<file path="config.mk">
export PLATFORM = sky130hd
export DESIGN_NAME = w_fetch_seq
export DESIGN_NICKNAME = d
export VERILOG_FILES = /design/src/rtl/w_fetch_seq.sv
export SDC_FILE = /design/constraint.sdc
export NUM_CORES = 1
export LEC_CHECK = 0
export ABC_AREA = 1
export CORE_ASPECT_RATIO = 1.4
export CORE_UTILIZATION = 47
export DETAILED_ROUTE_END_ITERATION = 12
export PLACE_DENSITY = 0.75
export RECOVER_POWER = 50
export SLEW_MARGIN = 20
export SYNTH_ARGS = -nofsm -noshare
export SYNTH_HDL_FRONTEND = slang
export SYNTH_SLANG_ARGS = --single-unit
export TNS_END_PERCENT = 1
</file>
<file path="constraint.sdc">
create_clock -name clk -period 2.5 [get_ports clk]
set_clock_uncertainty 0.2 [all_clocks]
set_input_delay 0.5 -clock clk [delete_from_list [all_inputs] [get_ports clk]]
set_output_delay 0.5 -clock clk [all_outputs]
set_load 0.02 [all_outputs]
</file>
<file path="src/rtl/w_fetch_seq.sv">
// Weight-memory read sequencer: walks addresses 0..numWeight-1 and streams
// the weights out through a 2-entry skid FIFO with credit-based read issue.
module w_fetch_seq #(
    parameter int numWeight    = 30,
    parameter int addressWidth = (numWeight > 1) ? $clog2(numWeight) : 1,
    parameter int dataWidth    = 16
) (
    input  logic                    clk,
    input  logic                    rst,
    input  logic                    start,
    output logic                    busy,
    output logic                    done,
    output logic                    mem_ren,
    output logic [addressWidth-1:0] mem_radd,
    input  logic [dataWidth-1:0]    mem_rdata,
    output logic                    w_valid,
    input  logic                    w_ready,
    output logic [dataWidth-1:0]    w_data,
    output logic [addressWidth-1:0] w_index,
    output logic                    w_last
);

    typedef enum logic [1:0] {
        IDLE,
        FETCH,
        DRAIN,
        FLUSH_DONE
    } state_t;

    localparam logic [addressWidth-1:0] LAST = addressWidth'(numWeight - 1);

    state_t                  state;
    logic [addressWidth-1:0] cnt;
    logic [addressWidth-1:0] radd_q;
    logic                    inflight;

    logic [dataWidth-1:0]    fd [2];
    logic [addressWidth-1:0] fi [2];
    logic                    rp;
    logic                    wp;
    logic [1:0]              count;

    logic                    pop;
    logic                    push;
    logic [2:0]              occ;

    assign pop     = w_valid & w_ready;
    assign push    = inflight;
    assign w_valid = (count != 2'd0);
    assign w_data  = fd[rp];
    assign w_index = fi[rp];
    assign w_last  = w_valid && (fi[rp] == LAST);

    // Slots already committed: stored beats plus the read still in flight.
    assign occ      = {1'b0, count} + {2'b0, inflight} - {2'b0, pop};
    assign mem_ren  = (state == FETCH) && (occ < 3'd2);
    assign mem_radd = cnt;

    always_ff @(posedge clk or posedge rst) begin
        if (rst) begin
            state    <= IDLE;
            busy     <= 1'b0;
            done     <= 1'b0;
            cnt      <= '0;
            radd_q   <= '0;
            inflight <= 1'b0;
            rp       <= 1'b0;
            wp       <= 1'b0;
            count    <= 2'd0;
            for (int i = 0; i < 2; i++) begin
                fd[i] <= '0;
                fi[i] <= '0;
            end
        end else begin
            inflight <= mem_ren;
            if (mem_ren) radd_q <= cnt;
            if (push) begin
                fd[wp] <= mem_rdata;
                fi[wp] <= radd_q;
                wp     <= ~wp;
            end
            if (pop) rp <= ~rp;
            count <= count + {1'b0, push} - {1'b0, pop};

            unique case (state)
                IDLE: begin
                    if (start) begin
                        state <= FETCH;
                        cnt   <= '0;
                        busy  <= 1'b1;
                    end
                end
                FETCH: begin
                    if (mem_ren) begin
                        if (cnt == LAST) state <= DRAIN;
                        else cnt <= cnt + addressWidth'(1);
                    end
                end
                DRAIN: begin
                    if (pop && w_last) begin
                        state <= FLUSH_DONE;
                        done  <= 1'b1;
                    end
                end
                FLUSH_DONE: begin
                    state <= IDLE;
                    done  <= 1'b0;
                    busy  <= 1'b0;
                end
                default: state <= IDLE;
            endcase
        end
    end

endmodule
</file>
Word-level counts from Yosys, hierarchy flattened. Cells that the tools add are included.

Register bits after elaboration: 61. Bits of input ports: 20. Output and inout bits: 31. Logic and storage cells: 75.

Add/sub/neg operators: 5. Order comparisons: 4. Equal/unequal tests: 10. Multiplexer cells: 25. Bitwise operators: 5. Reduce and logical (&&, ||, !) cells: 13.

Operators with widths (count): 2-to-1 mux 16 bit (4); 2-to-1 mux 5 bit (7); bitwise mux 32 bit (1); demux 16 bit (select 1 bit) (1); bitwise mux 10 bit (1); equality test 5 bit (second input constant) (2); case mux 5 bit (2 select lines) (1); 2-to-1 mux 2 bit (4); != test 2 bit (second input constant) (4); case mux 2 bit (4 select lines) (1); AND reduction 4 bit (2); nonzero test 2 bit (4); adder 5 x 1 -> 5 bit (second input constant) (1); demux 5 bit (select 1 bit) (1); equality test 2 bit (second input constant) (2); >= comparator 2 bit (second input constant) (2); logical AND 1 bit (4); inverter 1 -> 2 bit (2); case mux 1 bit (2 select lines) (2); AND reduction 2 bit (2); adder 2 x 1 -> 3 bit (1); < comparator 3 x 2 -> 1 bit (second input constant) (1); subtractor 3 x 1 -> 3 bit (1); adder 2 x 1 -> 2 bit (1); 8 further kinds (10).

Depth between registers and ports, before layout. Gate-level depths: netlist (run 1).

Depth after elaboration: 9. Depth in mapped cells: 13.

Least setup slack after synthesis (run 1). Ideal clock, no wire load.

Kind: input to output. Start point: input port w_ready. End point: output port mem_ren. Data arrival time: 2.033 ns. Data required time: 1.800 ns. Slack: -0.233 ns. Cell stages on the path: 9. Path buffers: 1. Cells stage by stage: o21a_2 > ha_1 > inv_1 > ha_1 > fa_1 > inv_1 > nand3_1 > nor2_1 > buf_2.

Longest elaborated chain between the ends: 4.

RTL lines: start: declaration (RTL line 17) `input logic w_ready,`; bitwise AND 1 bit (RTL line 47) `assign pop = w_valid & w_ready;`; subtractor 3 x 1 -> 3 bit (RTL line 55) `assign occ = {1'b0, count} + {2'b0, inflight} - {2'b0, pop};`; named net occ[1] (RTL line 45) `logic [2:0] occ;`; < comparator 3 x 2 -> 1 bit (RTL line 56) `assign mem_ren = (state == FETCH) && (occ < 3'd2);`; logical AND 1 bit (RTL line 56); end: declaration (RTL line 13) `output logic mem_ren,`.

The timed path passes the listed nets, and every way through them passes these cells.

Worst setup path after layout (run 1).
Start point: register count[0]. End point: output port mem_ren.

Longest elaborated chain between the ends: 5. Elaborated cells between the ends (all ways): 6. Classes of those cells: 2 x add/sub; 1 x order compare; 1 x bitwise; 2 x reduce/logical.

RTL lines: start: declaration (RTL line 41) `logic [1:0] count;`; start signal: assignment (RTL line 83) `count <= count + {1'b0, push} - {1'b0, pop};`; nonzero test 2 bit (RTL line 49) `assign w_valid = (count != 2'd0);`; bitwise AND 1 bit (RTL line 47); named net pop (RTL line 43) `logic pop;`; subtractor 3 x 1 -> 3 bit (RTL line 55); named net occ[1] (RTL line 45); < comparator 3 x 2 -> 1 bit (RTL line 56); logical AND 1 bit (RTL line 56).

The timed path passes the listed nets, and every way through them passes these cells.

==> impl_metrics.xml, run 1 <==
<?xml version="1.0" encoding="UTF-8"?>
<metrics>
  <group name="setup_path">
    <metric name="crit_path_max_incr_delay" unit="ns">0.45</metric>
    <metric name="cp.arrival" unit="ns">2.25</metric>
    <metric name="start_kind" unit="">flip-flop</metric>
    <metric name="critical_path_buf_inv_count" unit="">3</metric>
    <metric name="critPathCaptureType" unit="">primary output</metric>
    <metric name="cell_depth_of_the_worst_flop_to_flop_path" unit="">12</metric>
    <metric name="cp_slowest_cell" unit="">fa_1</metric>
    <metric name="critical-path-top-delay-family" unit="">adder cells</metric>
    <metric name="path_common_cell" unit="">ha_4</metric>
    <metric name="worstSetupPathType" unit="">reg -&gt; out</metric>
    <metric name="reg2reg_capture_point" unit="">mem_radd[2]</metric>
    <metric name="ff2ff_setup_slack" unit="ns">-0.06</metric>
    <metric name="ordered_list_of_cells_on_the_worst_path" unit="">o21a_4 -&gt; ha_4 -&gt; inv_2 -&gt; ha_4 -&gt; fa_1 -&gt; inv_1 -&gt; nand3_2 -&gt; nor2_4 -&gt; buf_6</metric>
    <metric name="worstPathRequired" unit="ns">1.80</metric>
    <metric name="worst-path-max-fanout" unit="">2</metric>
    <metric name="rr_startpoint" unit="">count[0]</metric>
  </group>
  <group name="sta">
    <metric name="grt_setup_unrepaired" unit="">true</metric>
    <metric name="period_needed" unit="ns">2.95</metric>
    <metric name="timing.slew.headroom" unit="%">45.9</metric>
    <metric name="fmaxAchievable" unit="MHz">339</metric>
    <metric name="final_hold_viol_count" unit="">0</metric>
    <metric name="worst_setup_margin" unit="ns">-0.446</metric>
    <metric name="holdWs" unit="ns">0.289</metric>
    <metric name="setup_tns" unit="ns">-0.651</metric>
    <metric name="min_period_over_period" unit="%">118</metric>
    <metric name="max_slew.worst_pin.slew" unit="ns">0.812</metric>
    <metric name="report.final.setup_viol" unit="">6</metric>
    <metric name="slew_viol_final" unit="">0</metric>
  </group>
  <group name="route">
    <metric name="post_detailed_route_via_to_cell_ratio" unit="">4.87</metric>
    <metric name="routed_length_per_instance" unit="um">12.4</metric>
    <metric name="num_vias" unit="">2360</metric>
    <metric name="detail_route.first_pass.iterations" unit="">4</metric>
    <metric name="drt.antenna.violating_nets" unit="">0</metric>
    <metric name="detail_route.iter0.violations" unit="">115</metric>
    <metric name="drc_errors" unit="">0</metric>
    <metric name="drt-total-wl" unit="um">6020</metric>
  </group>
  <group name="global_routing">
    <metric name="gr-usage-met1" unit="%">24.0</metric>
    <metric name="grt-ovfl-total" unit="">0</metric>
    <metric name="grt_pass1_vias" unit="">2308</metric>
    <metric name="grt_start_max_net_pins" unit="">43</metric>
    <metric name="grt_usage" unit="%">21.3</metric>
    <metric name="grt_first_pass_wirelength" unit="um">10000</metric>
    <metric name="gr-max-usage-layer" unit="">met2</metric>
    <metric name="antenna_found_initial" unit="">0</metric>
    <metric name="met2_global_route_usage" unit="%">36.3</metric>
    <metric name="globalRouteMet3Util" unit="%">5.56</metric>
  </group>
  <group name="pwr">
    <metric name="peakVddDrop" unit="V">0.00101</metric>
    <metric name="static-leakage-power" unit="nW">2.00</metric>
    <metric name="p_per_area" unit="nW/um^2">1420</metric>
  </group>
  <group name="synth">
    <metric name="synth_edf_count" unit="">0</metric>
    <metric name="yosys-top-cells-count" unit="">nand2_1, dfrtp_1, o21ai_1</metric>
    <metric name="post_synth_inst_count" unit="">342</metric>
    <metric name="yosys-top-cells-area" unit="">dfrtp_1, nand2_1, o21ai_1</metric>
    <metric name="synth.avg_cell_area" unit="um^2">8.38</metric>
    <metric name="ys_seq_area_share" unit="%">53.3</metric>
    <metric name="netlist-cell-type-count" unit="">27</metric>
    <metric name="synth.net_count" unit="">371</metric>
    <metric name="mappedNetlistArea" unit="um^2">2870</metric>
    <metric name="cell_with_the_most_instances_after_synthesis" unit="">nand2_1</metric>
    <metric name="async_flop_share" unit="%">100</metric>
    <metric name="synth_top_area_share" unit="%">53.3</metric>
    <metric name="synth_top_area_cell" unit="">dfrtp_1</metric>
    <metric name="yosysWarningCount" unit="">0</metric>
    <metric name="postSynthRegisterBits" unit="">61</metric>
    <metric name="postSynth.topFlopCell" unit="">dfrtp_1</metric>
  </group>
  <group name="layout">
    <metric name="drive_above_1_share" unit="%">13.7</metric>
    <metric name="diodes" unit="">0</metric>
    <metric name="syn2layout_area_growth" unit="%">33.6</metric>
    <metric name="final_cell_count_no_fill" unit="">485</metric>
    <metric name="design.final.nets" unit="">439</metric>
  </group>
  <group name="clock_tree">
    <metric name="cts.sinks" unit="">61</metric>
    <metric name="clock_latency_of_the_later_clocked_register_in_the_worst_skew_pair" unit="ns">0.33</metric>
    <metric name="cts_tree" unit="">yes</metric>
    <metric name="cts_inserted_buffers" unit="">9</metric>
    <metric name="cts-root-to-sink-buffers" unit="">2</metric>
    <metric name="cts-root-buf" unit="">clkbuf_8</metric>
    <metric name="path_clk_slew" unit="ns">0.07</metric>
    <metric name="cts_htree_levels" unit="">3</metric>
    <metric name="hold_fix_buffer_count_after_cts" unit="">0</metric>
  </group>
  <group name="placement">
    <metric name="dp_cells" unit="">466</metric>
    <metric name="routabilityCongestion" unit="">0.748</metric>
    <metric name="place.port_buffers" unit="">50</metric>
    <metric name="detailedPlace.worstSlack" unit="ns">-1.10</metric>
    <metric name="hpwlAfterDp" unit="um">4020</metric>
  </group>
  <group name="floorplan">
    <metric name="start_util" unit="%">48.9</metric>
    <metric name="top_level_ports" unit="">51</metric>
    <metric name="rows" unit="">33</metric>
    <metric name="floorplan.die_area" unit="um^2">6420</metric>
    <metric name="die_height" unit="um">94.4</metric>
    <metric name="placeableCoreArea" unit="um^2">5860</metric>
    <metric name="die_width" unit="um">68.0</metric>
  </group>
  <group name="flow_run">
    <metric name="maxCapViolations" unit="">0</metric>
  </group>
  <group name="worst_hold_path">
    <metric name="hold_depth" unit="">2</metric>
    <metric name="min-delay-start" unit="">fd[13]</metric>
    <metric name="worstHoldEndpoint" unit="">fd[13]</metric>
    <metric name="min_path_type" unit="">reg -&gt; reg</metric>
  </group>
  <group name="outcome">
    <metric name="failed_checks" unit="">setup timing</metric>
    <metric name="outcome" unit="">finished with violations</metric>
  </group>
</metrics>
kinds of logic after synthesis:
logic type / share of synthesized area, %
XOR/XNOR: 1.53
buffers and inverters: 7.90
AO/OA/AOI/OAI: 10.6
AND/OR/NAND/NOR: 22.5
flip-flops: 53.3
adder cells (fa/ha/maj): 4.19
worst min-delay path: cells and delay by family (launching register included):
kind / cells / cell delay, ns
and+or+nand+nor: 1 / 0.05
DFF: 1 / 0.34
AOI/OAI and AO/OA: 1 / 0.06
layer usage:
metal | share of wire [%] | vias up
met4 | 1.5 | 0
li1 | - | 1193
met3 | 4.1 | 7
met1 | 44 | 1116
met2 | 51 | 44
met5 | 0 | -
layout by cell type (no fill, tap or decap), drive strengths merged:
cell and n:
clkdlybuf4s50 28, dlygate4sd2 15, nor2 6, dlygate4sd3 1
inv 44, dfrtp 61, nand3 8, a21oi 1
xor2 5, nand2 133, dlymetal6s2s 4, buf 15
or2 2, o21a 1, bufinv 3, ha 8
clkbuf 20, nand4 1, and3 1, o21ai 55
fa 1, and2 2
per-stage QoR:
stage	instance area, um^2	utilization (%)	total power (W)
after CTS	3840	65.5	0.00546
after global routing	3830	65.3	0.00584
after floorplan	2900	-	0.00335
after detailed placement	3560	60.8	0.00439
after global placement	3560	60.8	0.00431
final	3830	65.3	0.00542
area by class of cell:
cell class              instances  area (um^2)
clock buffers                  13          169
fillers                       495         2030
clock inverters                 3         90.1
well taps                      70         87.6
multi-input cells             224         1160
inverters                      44          165
repair buffers                 70          627
flip-flops and latches         61         1530
worst max-delay path by stage:
stage,startpoint,end,cells past startpoint
after global routing,count[0],mem_ren,9
after floorplan,w_ready,mem_ren,9
after CTS,count[0],mem_ren,9
after detailed placement,w_ready,mem_ren,10
after global placement,w_ready,mem_ren,10
final,count[0],mem_ren,9
registers in the layout (all words and copies together) (netlist names):
name,count
count,2
fi,10
state,2
radd_q,5
done,1
rp,1
busy,1
inflight,1
fd,32
mem_radd,5
wp,1
timing repair:
item	in CTS	in global routing
setup endpoints to repair	28	18
pin swaps	2	0
cloned	0	0
resized for setup	27	8
setup buffers	3	0
power breakdown:
part	switching, W	internal (W)
registers	0.000262	0.00144
clock network	0.000361	0.000745
logic	0.00153	0.00109
(Power assumes the default switching activity.)
==> run 2, diff against run 1 <==
RECOVER_POWER = not set   (was 50)
==> run 2 against run 1 <==
Against the previous run: the flow still finishes with violations (setup timing); wire length up 0.46%; die area unchanged; first-iteration DRC count up 13%; clock power about the same; non-clock buffer count unchanged; combinational power about the same; cell count unchanged; count of clock-buffer cells in the layout unchanged; setup slack worse by 0.0017 ns; cell area up 0.82%; utilization up 0.53 points; critical path type unchanged; critical endpoint unchanged; highest routed layer unchanged.
==> impl_metrics.xml, run 2 (synthesized netlist as in run 1, its figures left out) <==
<?xml version="1.0" encoding="UTF-8"?>
<metrics>
  <group name="sta">
    <metric name="min_period_over_period" unit="%">118</metric>
    <metric name="worst_setup_margin" unit="ns">-0.448</metric>
    <metric name="max_slew.worst_pin.slew" unit="ns">0.421</metric>
    <metric name="fmaxAchievable" unit="MHz">339</metric>
    <metric name="slew_viol_final" unit="">0</metric>
    <metric name="final_hold_viol_count" unit="">0</metric>
    <metric name="grt_setup_unrepaired" unit="">true</metric>
    <metric name="timing.slew.headroom" unit="%">71.9</metric>
    <metric name="holdWs" unit="ns">0.256</metric>
    <metric name="report.final.setup_viol" unit="">6</metric>
    <metric name="period_needed" unit="ns">2.95</metric>
  </group>
  <group name="setup_path">
    <metric name="cp.arrival" unit="ns">2.25</metric>
    <metric name="rr_startpoint" unit="">count[0]</metric>
    <metric name="critical-path-top-delay-family" unit="">adder cells</metric>
    <metric name="critPathCaptureType" unit="">primary output</metric>
    <metric name="cp_slowest_cell" unit="">fa_1</metric>
    <metric name="path_common_cell" unit="">ha_4</metric>
    <metric name="ordered_list_of_cells_on_the_worst_path" unit="">o21a_4 -&gt; ha_4 -&gt; inv_2 -&gt; ha_4 -&gt; fa_1 -&gt; inv_1 -&gt; nand3_2 -&gt; nor2_4 -&gt; buf_6</metric>
    <metric name="startpoint" unit="">count[0]</metric>
    <metric name="critical_path_buf_inv_count" unit="">3</metric>
    <metric name="worstSetupPathType" unit="">reg -&gt; out</metric>
    <metric name="crit_path_max_incr_delay" unit="ns">0.45</metric>
    <metric name="start_kind" unit="">flip-flop</metric>
    <metric name="worst-path-max-fanout" unit="">2</metric>
    <metric name="worstPathRequired" unit="ns">1.80</metric>
  </group>
  <group name="flow_run">
    <metric name="maxCapViolations" unit="">0</metric>
  </group>
  <group name="floorplan">
    <metric name="rows" unit="">33</metric>
    <metric name="die_width" unit="um">68.0</metric>
    <metric name="placeableCoreArea" unit="um^2">5860</metric>
    <metric name="floorplan.die_area" unit="um^2">6420</metric>
    <metric name="start_util" unit="%">48.9</metric>
    <metric name="die_height" unit="um">94.4</metric>
    <metric name="top_level_ports" unit="">51</metric>
  </group>
  <group name="placement">
    <metric name="place.port_buffers" unit="">50</metric>
    <metric name="routabilityCongestion" unit="">0.748</metric>
    <metric name="placed_cell_area" unit="um^2">3560</metric>
    <metric name="hpwlAfterDp" unit="um">4020</metric>
    <metric name="detailedPlace.worstSlack" unit="ns">-1.10</metric>
    <metric name="dp_cells" unit="">466</metric>
  </group>
  <group name="clock_tree">
    <metric name="cts_inserted_buffers" unit="">9</metric>
    <metric name="clock_latency_of_the_later_clocked_register_in_the_worst_skew_pair" unit="ns">0.33</metric>
    <metric name="cts_tree" unit="">yes</metric>
    <metric name="path_clk_slew" unit="ns">0.07</metric>
    <metric name="cts-root-to-sink-buffers" unit="">2</metric>
    <metric name="hold_fix_buffer_count_after_cts" unit="">0</metric>
    <metric name="cts-root-buf" unit="">clkbuf_8</metric>
    <metric name="cts_htree_levels" unit="">3</metric>
    <metric name="cts.sinks" unit="">61</metric>
  </group>
  <group name="layout">
    <metric name="syn2layout_area_growth" unit="%">34.7</metric>
    <metric name="leading_cell_types_in_the_layout_fill_and_taps_excluded" unit="">nand2_1, dfrtp_1, o21ai_1</metric>
    <metric name="mostFrequentLayoutCell" unit="">nand2_1</metric>
    <metric name="drive_above_1_share" unit="%">14.7</metric>
    <metric name="largest-register" unit="">fd</metric>
    <metric name="diodes" unit="">0</metric>
    <metric name="final_area" unit="um^2">3860</metric>
    <metric name="layout_top_registers" unit="">fd: 32 flops, fi: 10 flops</metric>
    <metric name="largest_register_ffs" unit="">32</metric>
    <metric name="design.final.nets" unit="">439</metric>
    <metric name="final_cell_count_no_fill" unit="">485</metric>
  </group>
  <group name="worst_hold_path">
    <metric name="min_path_type" unit="">in -&gt; async</metric>
  </group>
  <group name="route">
    <metric name="drt-total-wl" unit="um">6050</metric>
    <metric name="post_detailed_route_via_to_cell_ratio" unit="">4.87</metric>
    <metric name="drt.antenna.violating_nets" unit="">0</metric>
    <metric name="detail_route.first_pass.iterations" unit="">4</metric>
    <metric name="detail_route.iter0.violations" unit="">130</metric>
    <metric name="drc_errors" unit="">0</metric>
    <metric name="num_vias" unit="">2364</metric>
    <metric name="routed_length_per_instance" unit="um">12.5</metric>
  </group>
  <group name="outcome">
    <metric name="outcome" unit="">finished with violations</metric>
    <metric name="failed_checks" unit="">setup timing</metric>
  </group>
  <group name="global_routing">
    <metric name="grt_usage" unit="%">21.3</metric>
    <metric name="antenna_found_initial" unit="">0</metric>
    <metric name="grt_pass1_vias" unit="">2308</metric>
    <metric name="grt_first_pass_wirelength" unit="um">10000</metric>
    <metric name="grt-ovfl-total" unit="">0</metric>
    <metric name="grt_start_max_net_pins" unit="">43</metric>
  </group>
  <group name="pwr">
    <metric name="p_per_area" unit="nW/um^2">1410</metric>
    <metric name="static-leakage-power" unit="nW">2.01</metric>
    <metric name="peakVddDrop" unit="V">0.00101</metric>
    <metric name="total_power" unit="W">0.00545</metric>
  </group>
</metrics>
## run 2: cell count changes in the layout (fill, tap and decap cells not counted), moves of 3 or more
cell      delta
o21ai_0      -4
clkbuf_2     -3
o21ai_1      +4
buf_4        +5
clkbuf_1     -3
## run 2: power by group
group          internal, W  total (W)  switching (W)  leakage, nW
Combinational      0.00111    0.00264        0.00153         1.12
Sequential         0.00144    0.00170       0.000263        0.764
Clock             0.000745    0.00111       0.000364        0.130
Total              0.00329    0.00545        0.00216         2.01
## run 2: area by class of cell
cell class,instances,area (um^2)
clock buffers,13,169
clock inverters,3,90.1
fillers,487,2000
inverters,44,165
multi-input cells,224,1160
flip-flops and latches,61,1530
well taps,70,87.6
repair buffers,70,658
## run 2: worst paths after layout
check | endpoint | slack [ns] | cells after the start
min in group clk | fd[13] | 0.29 | 2
setup / recovery | mem_ren | -0.45 | 9
hold / removal | fd[13] | 0.26 | 2
max in group asynchronous | fd[19] | 1.32 | 3
setup reg to reg | mem_radd[2] | -0.06 | 12
hold reg to reg | fd[13] | 0.29 | 2
## run 2: worst register-to-register path: stages (launching register included)
cell     delay [ns]
dfrtp_1        0.39
o21a_4         0.23
ha_4           0.26
inv_2          0.04
ha_4           0.14
fa_1           0.45
inv_1          0.08
nand3_2        0.09
nand2_1        0.11
nand2_2        0.07
a21oi_4        0.23
nand3_1        0.10
o21ai_1        0.09
## run 2: per-layer routing
metal	GRT usage, %	share of wire [%]	vias to the layer above
met5	0	0	-
met4	10.2	1.6	0
met3	5.56	4.3	9
met2	36.3	51	49
met1	24.0	43	1114
li1	-	-	1192
## run 2: what timing repair did
action | 4_1_cts | 5_1_grt
setup buffers | 3 | 0
pin swaps | 2 | 0
gates resized for setup | 27 | 8
setup endpoints to repair | 28 | 18
## run 2: per-stage QoR
step / setup TNS, ns / utilization (%)
2_1_floorplan: -0.160 / -
3_3_place_gp: -5.62 / 60.8
3_5_place_dp: -6.36 / 60.8
4_1_cts: -0.513 / 65.5
5_1_grt: -2.02 / 65.8
6_report: -0.660 / 65.8
